File: src/rtl/aes128_round_ctrl_if.sv
// Host and datapath signal bundle for the AES-128 round controller.
// The master side is the host plus the external combinational round datapath.
interface aes128_round_ctrl_if;
    logic         start;
    logic         dec;
    logic [127:0] key;
    logic [127:0] din;
    logic         busy;
    logic         done;
    logic         err;
    logic [127:0] dout;
    logic         dp_ark;
    logic         dp_ss;
    logic         dp_ssm;
    logic         dp_inv;
    logic [31:0]  dp_a;
    logic [127:0] dp_va;
    logic [127:0] dp_vb;
    logic [127:0] dp_vc;

    modport master (
        output start, dec, key, din, dp_vc,
        input  busy, done, err, dout,
        input  dp_ark, dp_ss, dp_ssm, dp_inv, dp_a, dp_va, dp_vb
    );

    modport slave (
        input  start, dec, key, din, dp_vc,
        output busy, done, err, dout,
        output dp_ark, dp_ss, dp_ssm, dp_inv, dp_a, dp_va, dp_vb
    );
endinterface

File: src/rtl/aes128_round_ctrl.sv
// AES-128 round sequencer driving an external combinational round datapath.
// Decryption (key buffer, KXOR/DRND/DLAST) is built only with AES_ROUND_CTRL_DEC_EN.
module aes128_round_ctrl (
    input  logic              clk,
    input  logic              rst,
    aes128_round_ctrl_if.slave bus
);

`ifdef AES_ROUND_CTRL_DEC_EN
    typedef enum logic [2:0] {IDLE, EXP, RND, LAST, KXOR, DRND, DLAST} state_t;
`else
    typedef enum logic [2:0] {IDLE, EXP, RND, LAST} state_t;
`endif

    function automatic logic [7:0] rcon(input logic [3:0] r);
        case (r)
            4'd1:    rcon = 8'h01;
            4'd2:    rcon = 8'h02;
            4'd3:    rcon = 8'h04;
            4'd4:    rcon = 8'h08;
            4'd5:    rcon = 8'h10;
            4'd6:    rcon = 8'h20;
            4'd7:    rcon = 8'h40;
            4'd8:    rcon = 8'h80;
            4'd9:    rcon = 8'h1b;
            4'd10:   rcon = 8'h36;
            default: rcon = 8'h00;
        endcase
    endfunction

    state_t       fsm_q, fsm_d;
    logic [127:0] rk_q, rk_d;
    logic [127:0] st_q, st_d;
    logic [127:0] dout_q, dout_d;
    logic [3:0]   round_q, round_d;
    logic         done_q, done_d;
    logic         err_q, err_d;

    logic         dp_ark, dp_ss, dp_ssm;
    logic [31:0]  dp_a;
    logic [127:0] dp_va, dp_vb;

`ifdef AES_ROUND_CTRL_DEC_EN
    logic         dp_inv;
    logic         dec_q, dec_d;
    logic [127:0] kbuf_q [0:10];
    logic [127:0] kbuf_d [0:10];
`endif

    always_comb begin
        fsm_d   = fsm_q;
        rk_d    = rk_q;
        st_d    = st_q;
        dout_d  = dout_q;
        round_d = round_q;
        done_d  = 1'b0;
        err_d   = 1'b0;
        dp_ark  = 1'b0;
        dp_ss   = 1'b0;
        dp_ssm  = 1'b0;
        dp_a    = 32'h0;
        dp_va   = 128'h0;
        dp_vb   = 128'h0;
`ifdef AES_ROUND_CTRL_DEC_EN
        dp_inv  = 1'b0;
        dec_d   = dec_q;
        kbuf_d  = kbuf_q;
`endif
        case (fsm_q)
            IDLE: begin
                if (bus.start) begin
`ifndef AES_ROUND_CTRL_DEC_EN
                    if (bus.dec) err_d = 1'b1;
                    else
`endif
                    begin
                        fsm_d   = EXP;
                        rk_d    = bus.key;
                        round_d = 4'd1;
`ifdef AES_ROUND_CTRL_DEC_EN
                        dec_d     = bus.dec;
                        kbuf_d[0] = bus.key;
                        st_d      = bus.dec ? bus.din : (bus.din ^ bus.key);
`else
                        st_d      = bus.din ^ bus.key;
`endif
                    end
                end
            end
            EXP: begin
                dp_ark = 1'b1;
                dp_vb  = rk_q;
                dp_a   = {24'h0, rcon(round_q)};
                rk_d   = bus.dp_vc;
`ifdef AES_ROUND_CTRL_DEC_EN
                // Decrypt expands the full schedule up front, then walks it backwards.
                if (dec_q) begin
                    kbuf_d[round_q] = bus.dp_vc;
                    round_d         = round_q + 4'd1;
                    fsm_d           = (round_q == 4'd10) ? KXOR : EXP;
                end else
`endif
                fsm_d = (round_q == 4'd10) ? LAST : RND;
            end
            RND: begin
                dp_ssm  = 1'b1;
                dp_va   = rk_q;
                dp_vb   = st_q;
                st_d    = bus.dp_vc;
                round_d = round_q + 4'd1;
                fsm_d   = EXP;
            end
            LAST: begin
                dp_ss  = 1'b1;
                dp_va  = rk_q;
                dp_vb  = st_q;
                dout_d = bus.dp_vc;
                done_d = 1'b1;
                fsm_d  = IDLE;
            end
`ifdef AES_ROUND_CTRL_DEC_EN
            KXOR: begin
                // The whitening XOR is done locally; the select keeps the one-hot rule.
                dp_ark  = 1'b1;
                dp_va   = kbuf_q[10];
                dp_vb   = st_q;
                st_d    = st_q ^ kbuf_q[10];
                round_d = 4'd9;
                fsm_d   = DRND;
            end
            DRND: begin
                dp_ssm  = 1'b1;
                dp_inv  = 1'b1;
                dp_va   = kbuf_q[round_q];
                dp_vb   = st_q;
                st_d    = bus.dp_vc;
                round_d = round_q - 4'd1;
                fsm_d   = (round_q == 4'd1) ? DLAST : DRND;
            end
            DLAST: begin
                dp_ss  = 1'b1;
                dp_inv = 1'b1;
                dp_va  = kbuf_q[0];
                dp_vb  = st_q;
                dout_d = bus.dp_vc;
                done_d = 1'b1;
                fsm_d  = IDLE;
            end
`endif
            default: fsm_d = IDLE;
        endcase
    end

    always_ff @(posedge clk) begin
        if (rst) begin
            fsm_q   <= IDLE;
            rk_q    <= '0;
            st_q    <= '0;
            dout_q  <= '0;
            round_q <= '0;
            done_q  <= 1'b0;
            err_q   <= 1'b0;
`ifdef AES_ROUND_CTRL_DEC_EN
            dec_q   <= 1'b0;
            for (int i = 0; i < 11; i++) kbuf_q[i] <= '0;
`endif
        end else begin
            fsm_q   <= fsm_d;
            rk_q    <= rk_d;
            st_q    <= st_d;
            dout_q  <= dout_d;
            round_q <= round_d;
            done_q  <= done_d;
            err_q   <= err_d;
`ifdef AES_ROUND_CTRL_DEC_EN
            dec_q   <= dec_d;
            kbuf_q  <= kbuf_d;
`endif
        end
    end

    assign bus.busy   = (fsm_q != IDLE);
    assign bus.done   = done_q;
    assign bus.err    = err_q;
    assign bus.dout   = dout_q;
    assign bus.dp_ark = dp_ark;
    assign bus.dp_ss  = dp_ss;
    assign bus.dp_ssm = dp_ssm;
    assign bus.dp_a   = dp_a;
    assign bus.dp_va  = dp_va;
    assign bus.dp_vb  = dp_vb;
`ifdef AES_ROUND_CTRL_DEC_EN
    assign bus.dp_inv = dp_inv;
`else
    assign bus.dp_inv = 1'b0;
`endif

endmodule

File: src/flat_wrapper.sv
// flat-port wrapper written by rule: the top's interface ports become plain ports
module aes128_round_ctrl_flat 
  (clk, rst, bus_start, bus_dec, bus_key, bus_din, bus_dp_vc, bus_busy, bus_done, bus_err, bus_dout, bus_dp_ark, bus_dp_ss, bus_dp_ssm, bus_dp_inv, bus_dp_a, bus_dp_va, bus_dp_vb);
  aes128_round_ctrl_if bus_i ();
  input  logic clk;
  input  logic rst;
  input wire logic [$bits(bus_i.start)-1:0] bus_start;
  input wire logic [$bits(bus_i.dec)-1:0] bus_dec;
  input wire logic [$bits(bus_i.key)-1:0] bus_key;
  input wire logic [$bits(bus_i.din)-1:0] bus_din;
  input wire logic [$bits(bus_i.dp_vc)-1:0] bus_dp_vc;
  output wire logic [$bits(bus_i.busy)-1:0] bus_busy;
  output wire logic [$bits(bus_i.done)-1:0] bus_done;
  output wire logic [$bits(bus_i.err)-1:0] bus_err;
  output wire logic [$bits(bus_i.dout)-1:0] bus_dout;
  output wire logic [$bits(bus_i.dp_ark)-1:0] bus_dp_ark;
  output wire logic [$bits(bus_i.dp_ss)-1:0] bus_dp_ss;
  output wire logic [$bits(bus_i.dp_ssm)-1:0] bus_dp_ssm;
  output wire logic [$bits(bus_i.dp_inv)-1:0] bus_dp_inv;
  output wire logic [$bits(bus_i.dp_a)-1:0] bus_dp_a;
  output wire logic [$bits(bus_i.dp_va)-1:0] bus_dp_va;
  output wire logic [$bits(bus_i.dp_vb)-1:0] bus_dp_vb;
  assign bus_i.start = bus_start;
  assign bus_i.dec = bus_dec;
  assign bus_i.key = bus_key;
  assign bus_i.din = bus_din;
  assign bus_i.dp_vc = bus_dp_vc;
  assign bus_busy = bus_i.busy;
  assign bus_done = bus_i.done;
  assign bus_err = bus_i.err;
  assign bus_dout = bus_i.dout;
  assign bus_dp_ark = bus_i.dp_ark;
  assign bus_dp_ss = bus_i.dp_ss;
  assign bus_dp_ssm = bus_i.dp_ssm;
  assign bus_dp_inv = bus_i.dp_inv;
  assign bus_dp_a = bus_i.dp_a;
  assign bus_dp_va = bus_i.dp_va;
  assign bus_dp_vb = bus_i.dp_vb;
  aes128_round_ctrl u_core (.clk(clk), .rst(rst), .bus(bus_i));
endmodule
File: config.mk
export PLATFORM = sky130hd
export DESIGN_NAME = aes128_round_ctrl_flat
export DESIGN_NICKNAME = d
export VERILOG_FILES = /design/src/rtl/aes128_round_ctrl_if.sv /design/src/rtl/aes128_round_ctrl.sv /design/src/flat_wrapper.sv
export SDC_FILE = /design/constraint.sdc
export NUM_CORES = 1
export LEC_CHECK = 0
export ABC_AREA = 1
export ABC_CLOCK_PERIOD_IN_PS = 3100
export BUFFER_PORTS_ARGS = -buffer_cell sky130_fd_sc_hd__buf_4
export CORE_AREA = 2 2 312 314
export DETAILED_ROUTE_END_ITERATION = 16
export DIE_AREA = 0 0 314 316
export HOLD_SLACK_MARGIN = 0.06
export PLACE_DENSITY = 0.39
export RECOVER_POWER = 25
export SYNTH_ARGS = -nofsm -noshare
export SYNTH_HDL_FRONTEND = slang
export SYNTH_SLANG_ARGS = --single-unit
File: constraint.sdc
create_clock -name clk -period 3.1 [get_ports clk]
set_input_delay 0.155 -clock clk [delete_from_list [all_inputs] [get_ports clk]]
set_output_delay 0.155 -clock clk [all_outputs]
set_load 0.01 [all_outputs]
---- Word level (Yosys, flattened, before mapping) ----
Memory sizes are Yosys's and may differ from the RTL's. A register that Yosys moved wholly into a read port is not among the register bits.
Cells that the tools add are included.
word-level totals
  register bits ........................... 393
  ROM bits ................................ 128
  input port bits ......................... 388
  word-level logic and storage cells ...... 49
  memories ................................ 1
memory list
  memory           words  width  read ports  clocked after memory_dff  wr ports  line                     text
  (no name shown)  16     8      1           1                         0         aes128_round_ctrl.sv:16  case (r)
cells by class
  add/subtract/negate cells ............... 1
  equality and inequality tests ........... 6
  multiplexer cells ....................... 22
  bitwise gates (word level) .............. 3
  reduce and logical (&&, ||, !) cells .... 9
operator list
  kind                                           count
  one-hot mux 128 bit (2 select lines)           3
  2-to-1 mux 128 bit                             5
  XOR 128 bit                                    1
  2-to-1 mux 4 bit                               4
  one-hot mux 3 bit (3 select lines)             1
  2-to-1 mux 8 bit                               1
  one-hot mux 4 bit (2 select lines)             1
  == test 3 x 2 -> 1 bit, second input constant  2
  2-to-1 mux 3 bit                               2
  AND reduction 3 bit                            2
  2-to-1 mux 1 bit                               5
  adder 4 x 1 -> 4 bit, second input constant    1
  == test 4 bit, second input constant           1
  != test 2 bit, second input constant           2
  nonzero test 2 bit                             2
  == test 3 x 1 -> 1 bit, second input constant  1
  logical NOT 3 bit                              1
  nonzero test 3 bit                             1
  OR reduction 3 bit                             1
  inverter 1 bit                                 2
  AND reduction 2 bit                            1
  OR reduction 2 bit                             1

---- Logic depth before layout (Yosys ltp) ----
  word-level depth ........................ 5
  gate-level depth with buffers ........... 11
  depth with buffers taken out ............ 11

---- Worst setup path before layout ----
Ideal clock, no wire load.
  path type ............................... flip-flop to flip-flop
  start ................................... reg u_core.fsm_q[1]
  end ..................................... reg with a tool-made name
  setup time .............................. 0.060 ns
  data arrival time ....................... 1.650 ns
  slack ................................... 1.390 ns
  cell stages (with the launch flop) ...... 12
  buffers on the path ..................... 2
  period minus slack after synthesis ...... 1.710 ns
  cells stage by stage .................... dfxtp_1 buf_4 inv_2 nor2_2 inv_2 clkbuf_2 o21ai_1 nand2_1 ha_1 inv_1 nand4_1 nand2_1
RTL lines
  what                    line                      text
  start, declared         aes128_round_ctrl.sv:31   state_t fsm_q, fsm_d;
  start signal, assigned  aes128_round_ctrl.sv:168  fsm_q <= fsm_d;

---- Worst setup path after layout ----
  start ................................... reg u_core.fsm_q[0]
  end ..................................... out bus_dp_vb[115]
between the ends
  longest elaborated chain between the ends .. 3
  elaborated cells between the ends (all ways) .. 5
  classes of those cells .................. eq/ne (3); mux (1); reduce/logical (1)
ends and longest elaborated chain
  what                                      line                     text
  == test 3 x 2 -> 1 bit                    aes128_round_ctrl.sv:69  case (fsm_q)
  OR reduction 2 bit (no source line)       -
  one-hot mux 128 bit (2 select lines) (*)  aes128_round_ctrl.sv:69
  end, declared                             flat_wrapper.sv:22       output wire logic [$bits(bus_i.dp_vb)-1:0] bus_dp_vb;
Mark *: on every way between the ends. The rest lies on a longest branch, timed or not.

==> summary.txt <==
Global routing
  – Largest net degree at the start of global routing: 179
  – Antenna violations before repair: 10
  – GRT Residual Overflow: 0
  – Vias in the first global route: ~23000
  – First-pass GRT wire length: 149000 um
  – Total track usage: 19.62%

Routing
  – Number of DRC violations after detailed-routing iteration 0: 1402
  – DRT Pass-1 Iters: 5
  – Total via count in the routed design: roughly 23000
  – Detail-routed net length per standard cell: between 15 and 20 um
  – Via density per instance: 4.460
  – DRC violation count after routing: 0
  – Post-Route WL: between 100000 and 150000 um
  – Final antenna-violating net count: 0

Die
  – Ports: between 800 and 900
  – Floorplan die area: between 90000 and 100000 sq um
  – Die height: ~320 um
  – Area of the placeable core: ~96000 sq um
  – Starting Density: roughly a fifth
  – Number of rows in the core area: ~110
  – Width of the chip: between 300 and 400 um

Worst setup path
  – Critical path endpoint category: primary output
  – Largest fanout on the critical path: around 130
  – Reg2Reg Setup Slack: roughly 0.3 ns
  – Startpoint class of the critical path: register
  – Type of the setup path with the least slack: reg2out
  – Origin of the critical flop-to-flop path: u_core.fsm_q[0]$_SDFFE_PP0P_
  – Worst reg2reg endpoint: u_core.bus.dout[40]$_SDFFE_PP0P_
  – Length in cells of the worst reg-to-reg path: 5
  – Worst path required time: 2.94 ns
  – Critical path arrival: between 2 and 3 ns

Clock network
  – Maximum count of clock buffers along a single path: 3
  – H-tree depth reported by CTS: 2
  – # clock sinks: 400
  – CTS tree: yes
  – Clock slew at reported path FFs: approximately 0.060 ns
  – CTS Root Buffer Type: sky130_fd_sc_hd__clkbuf_16
  – Clock latency on the worst-skew pair: roughly 0.59 ns
  – TritonCTS buffer count: 51
  – Number of buffers added for setup after CTS: 0

Final layout
  – Final Instance Area: between 30000 and 40000 sq um
  – Commonest non-fill, non-tap cells in the layout: sky130_fd_sc_hd__buf_4, sky130_fd_sc_hd__dlygate4sd3_1, sky130_fd_sc_hd__nand2_1, sky130_fd_sc_hd__nor2_1, sky130_fd_sc_hd__dfxtp_1
  – Number of nets in the layout: a little over 4000
  – Area delta synth->final: 65.34%
  – Leading cell type in the layout, fill and taps excluded: sky130_fd_sc_hd__buf_4
  – Proportion of layout cells with a drive suffix above 1: slightly above 20%
  – Number of standard cells in the final layout excluding fillers: slightly above 5000

Synthesis
  – Synth top area share: ~42%
  – Seq/Total Area, Yosys: 41.57%
  – Post-synth cell types: 26
  – Number of synthesis warnings: 0
  – Mean instance size in the synthesized netlist: slightly above 7 sq um
  – Leading area contributor after synthesis: sky130_fd_sc_hd__dfxtp_1
  – Cell area after synthesis: a little under 20000 sq um
  – Gate Count Post-Synth: roughly 2700
  – Synth top area cells: sky130_fd_sc_hd__dfxtp_1, sky130_fd_sc_hd__o21ai_0, sky130_fd_sc_hd__nand2_1
  – #FFs+latches synth: 400

STA
  – Final hold violation count: 0
  – Remaining max-slew budget at the tightest pin: -19.48%
  – Number of max-slew violations in the final report: 130
  – Setup TNS: 0 ns
  – Final setup violating endpoints: 0
  – Final setup skew: 0.01465 ns
  – Maximum clock rate: around 0.35 GHz
  – Unrepaired setup endpoints after global routing: no
  – Period utilisation layout: 92.76%
  – Min cycle time layout: 2.876 ns
  – Worst slew pin tran: 1.792 ns

Placed design
  – Count of input and output buffers: 785
  – Final estimated routing congestion in global placement: between 0.8 and 0.9
  – Number of cells in the design after placement: 4530
  – Total placed instance area: approximately 26000 sq um
  – Estimated wirelength of the detail-placed design: 67510 um

Worst hold path
  – WHS Path Cells: 3
  – Origin of the worst min-delay path: bus_start
  – Hold endpoint: u_core.fsm_q[0]$_SDFFE_PP0P_
  – Hold WC Path Type: in2reg

Pwr
  – Switching pwr: around 4700 uW
  – Largest vdd supply drop: roughly 340 uV
  – Switching Share: just over 30%
  – Power per unit of standard cell area: between 400 and 500 nW/um^2
  – Sequential Power Share: approximately two fifths
  – Fraction of power consumed by the clock network: about two fifths
  – Share of total power in combinational logic: approximately 22%
  – Leakage dissipation: ~0.014 uW
  – Cell internal pwr: between 10000 and 15000 uW

Run status
  – Failing checks: max-capacitance violations, max-slew violations
  – Status: complete, but fails checks

Flow run
  – Number of max-cap violations: 1
cell usage after synthesis, drive strengths merged:
cell / number
xor2: 128
clkbuf: 123
a21oi: 5
a22o: 128
a31oi: 128
nor2: 401
o21ai: 385
nand2: 410
ha: 6
nand4: 5
inv: 153
nand3: 10
dfxtp: 400
conb: 1
a221oi: 1
or2: 1
nor3: 256
buf: 129
area by class of cell:
class | instances | area [sq um]
Fill cell | 10530 | 64150
Clock buffer | 82 | 1605
Multi-Input combinational cell | 1889 | 9647
Clock inverter | 11 | 83.83
Sequential cell | 400 | 8011
Inverter | 153 | 591.8
Timing Repair Buffer | 1260 | 10300
Antenna cell | 3 | 7.507
Tap cell | 1276 | 1597
sequential cells by signal, summed over array words and instances, names as in the netlist, named ones only:
register         flops
u_core.fsm_q         2
u_core.rk_q        128
u_core.round_q       4
u_core.st_q        128
u_core.bus.done      1
u_core.bus.err       1
u_core.bus.dout    128
power groups by stage:
stage	clock, uW	sequential, uW	combinational (uW)
after floorplan	0	5900	1560
after global placement	0	6090	2860
after detailed placement	0	6070	2870
after CTS	6320	5960	3450
after global routing	6500	6010	3730
final	6090	5970	3370
through the flow:
step / power, uW / util [%] / hold slack [ns] / worst slack (ns)
6_report: 15440 / 33.18 / 0.1598 / 0.2245
4_1_cts: 15730 / 33.69 / 0.09720 / 0.1447
5_1_grt: 16230 / 33.18 / 0.1619 / 0.07081
3_5_place_dp: 8944 / 27.26 / 0.4235 / 0.8205
3_3_place_gp: 8949 / 27.26 / 0.4189 / 0.8204
2_1_floorplan: 7457 / - / 0.2274 / 1.390
layer usage:
layer	global-route usage [%]	vias up	share of wire, %
met5	0	-	0.078
li1	-	11040	-
met1	24.43	10640	43
met4	5.916	12	3.0
met2	32.94	780	46
met3	5.365	163	7.7
cell families (layout without fill, tap and decap cells):
logic type               Yosys count  in the layout  share of synthesized area [%]
AO/OA/AOI/OAI                    647            647                          20.19
other                              1             28                        0.01947
XOR/XNOR                         128            128                          5.820
adder cells (fa/ha/maj)            6              6                         0.3897
buffers and inverters            405           1506                          9.055
AND/OR/NAND/NOR                 1083           1083                          22.95
flip-flops                       400            400                          41.57
critical path, cell delays in order (launching register included):
cell and delay (ns):
sky130_fd_sc_hd__dfxtp_1 0.55, sky130_fd_sc_hd__inv_2 0.18, sky130_fd_sc_hd__nor2_4 0.23, sky130_fd_sc_hd__buf_12 0.46
sky130_fd_sc_hd__a22o_1 0.26, sky130_fd_sc_hd__buf_4 0.13
worst max-delay path by stage:
stage                            startpoint                          endpoint  slack [ns]  cells past startpoint
2_1_floorplan  u_core.fsm_q[1]$_SDFFE_PP0P_                          register        1.39                     11
3_3_place_gp   u_core.fsm_q[0]$_SDFFE_PP0P_                     bus_dp_vb[75]        0.82                      5
3_5_place_dp   u_core.fsm_q[0]$_SDFFE_PP0P_                     bus_dp_vb[75]        0.82                      5
4_1_cts        u_core.fsm_q[0]$_SDFFE_PP0P_                     bus_dp_vb[75]        0.14                      5
5_1_grt        u_core.fsm_q[0]$_SDFFE_PP0P_  u_core.bus.dout[40]$_SDFFE_PP0P_        0.07                      5
6_report       u_core.fsm_q[0]$_SDFFE_PP0P_                    bus_dp_vb[115]        0.22                      5
repair_timing:
action                                 CTS  global route
endpoints found under the hold margin  395             0
gates resized for setup                  0             0
hold buffers                           448             0
Note: power is estimated with default switching activity, not from simulation.
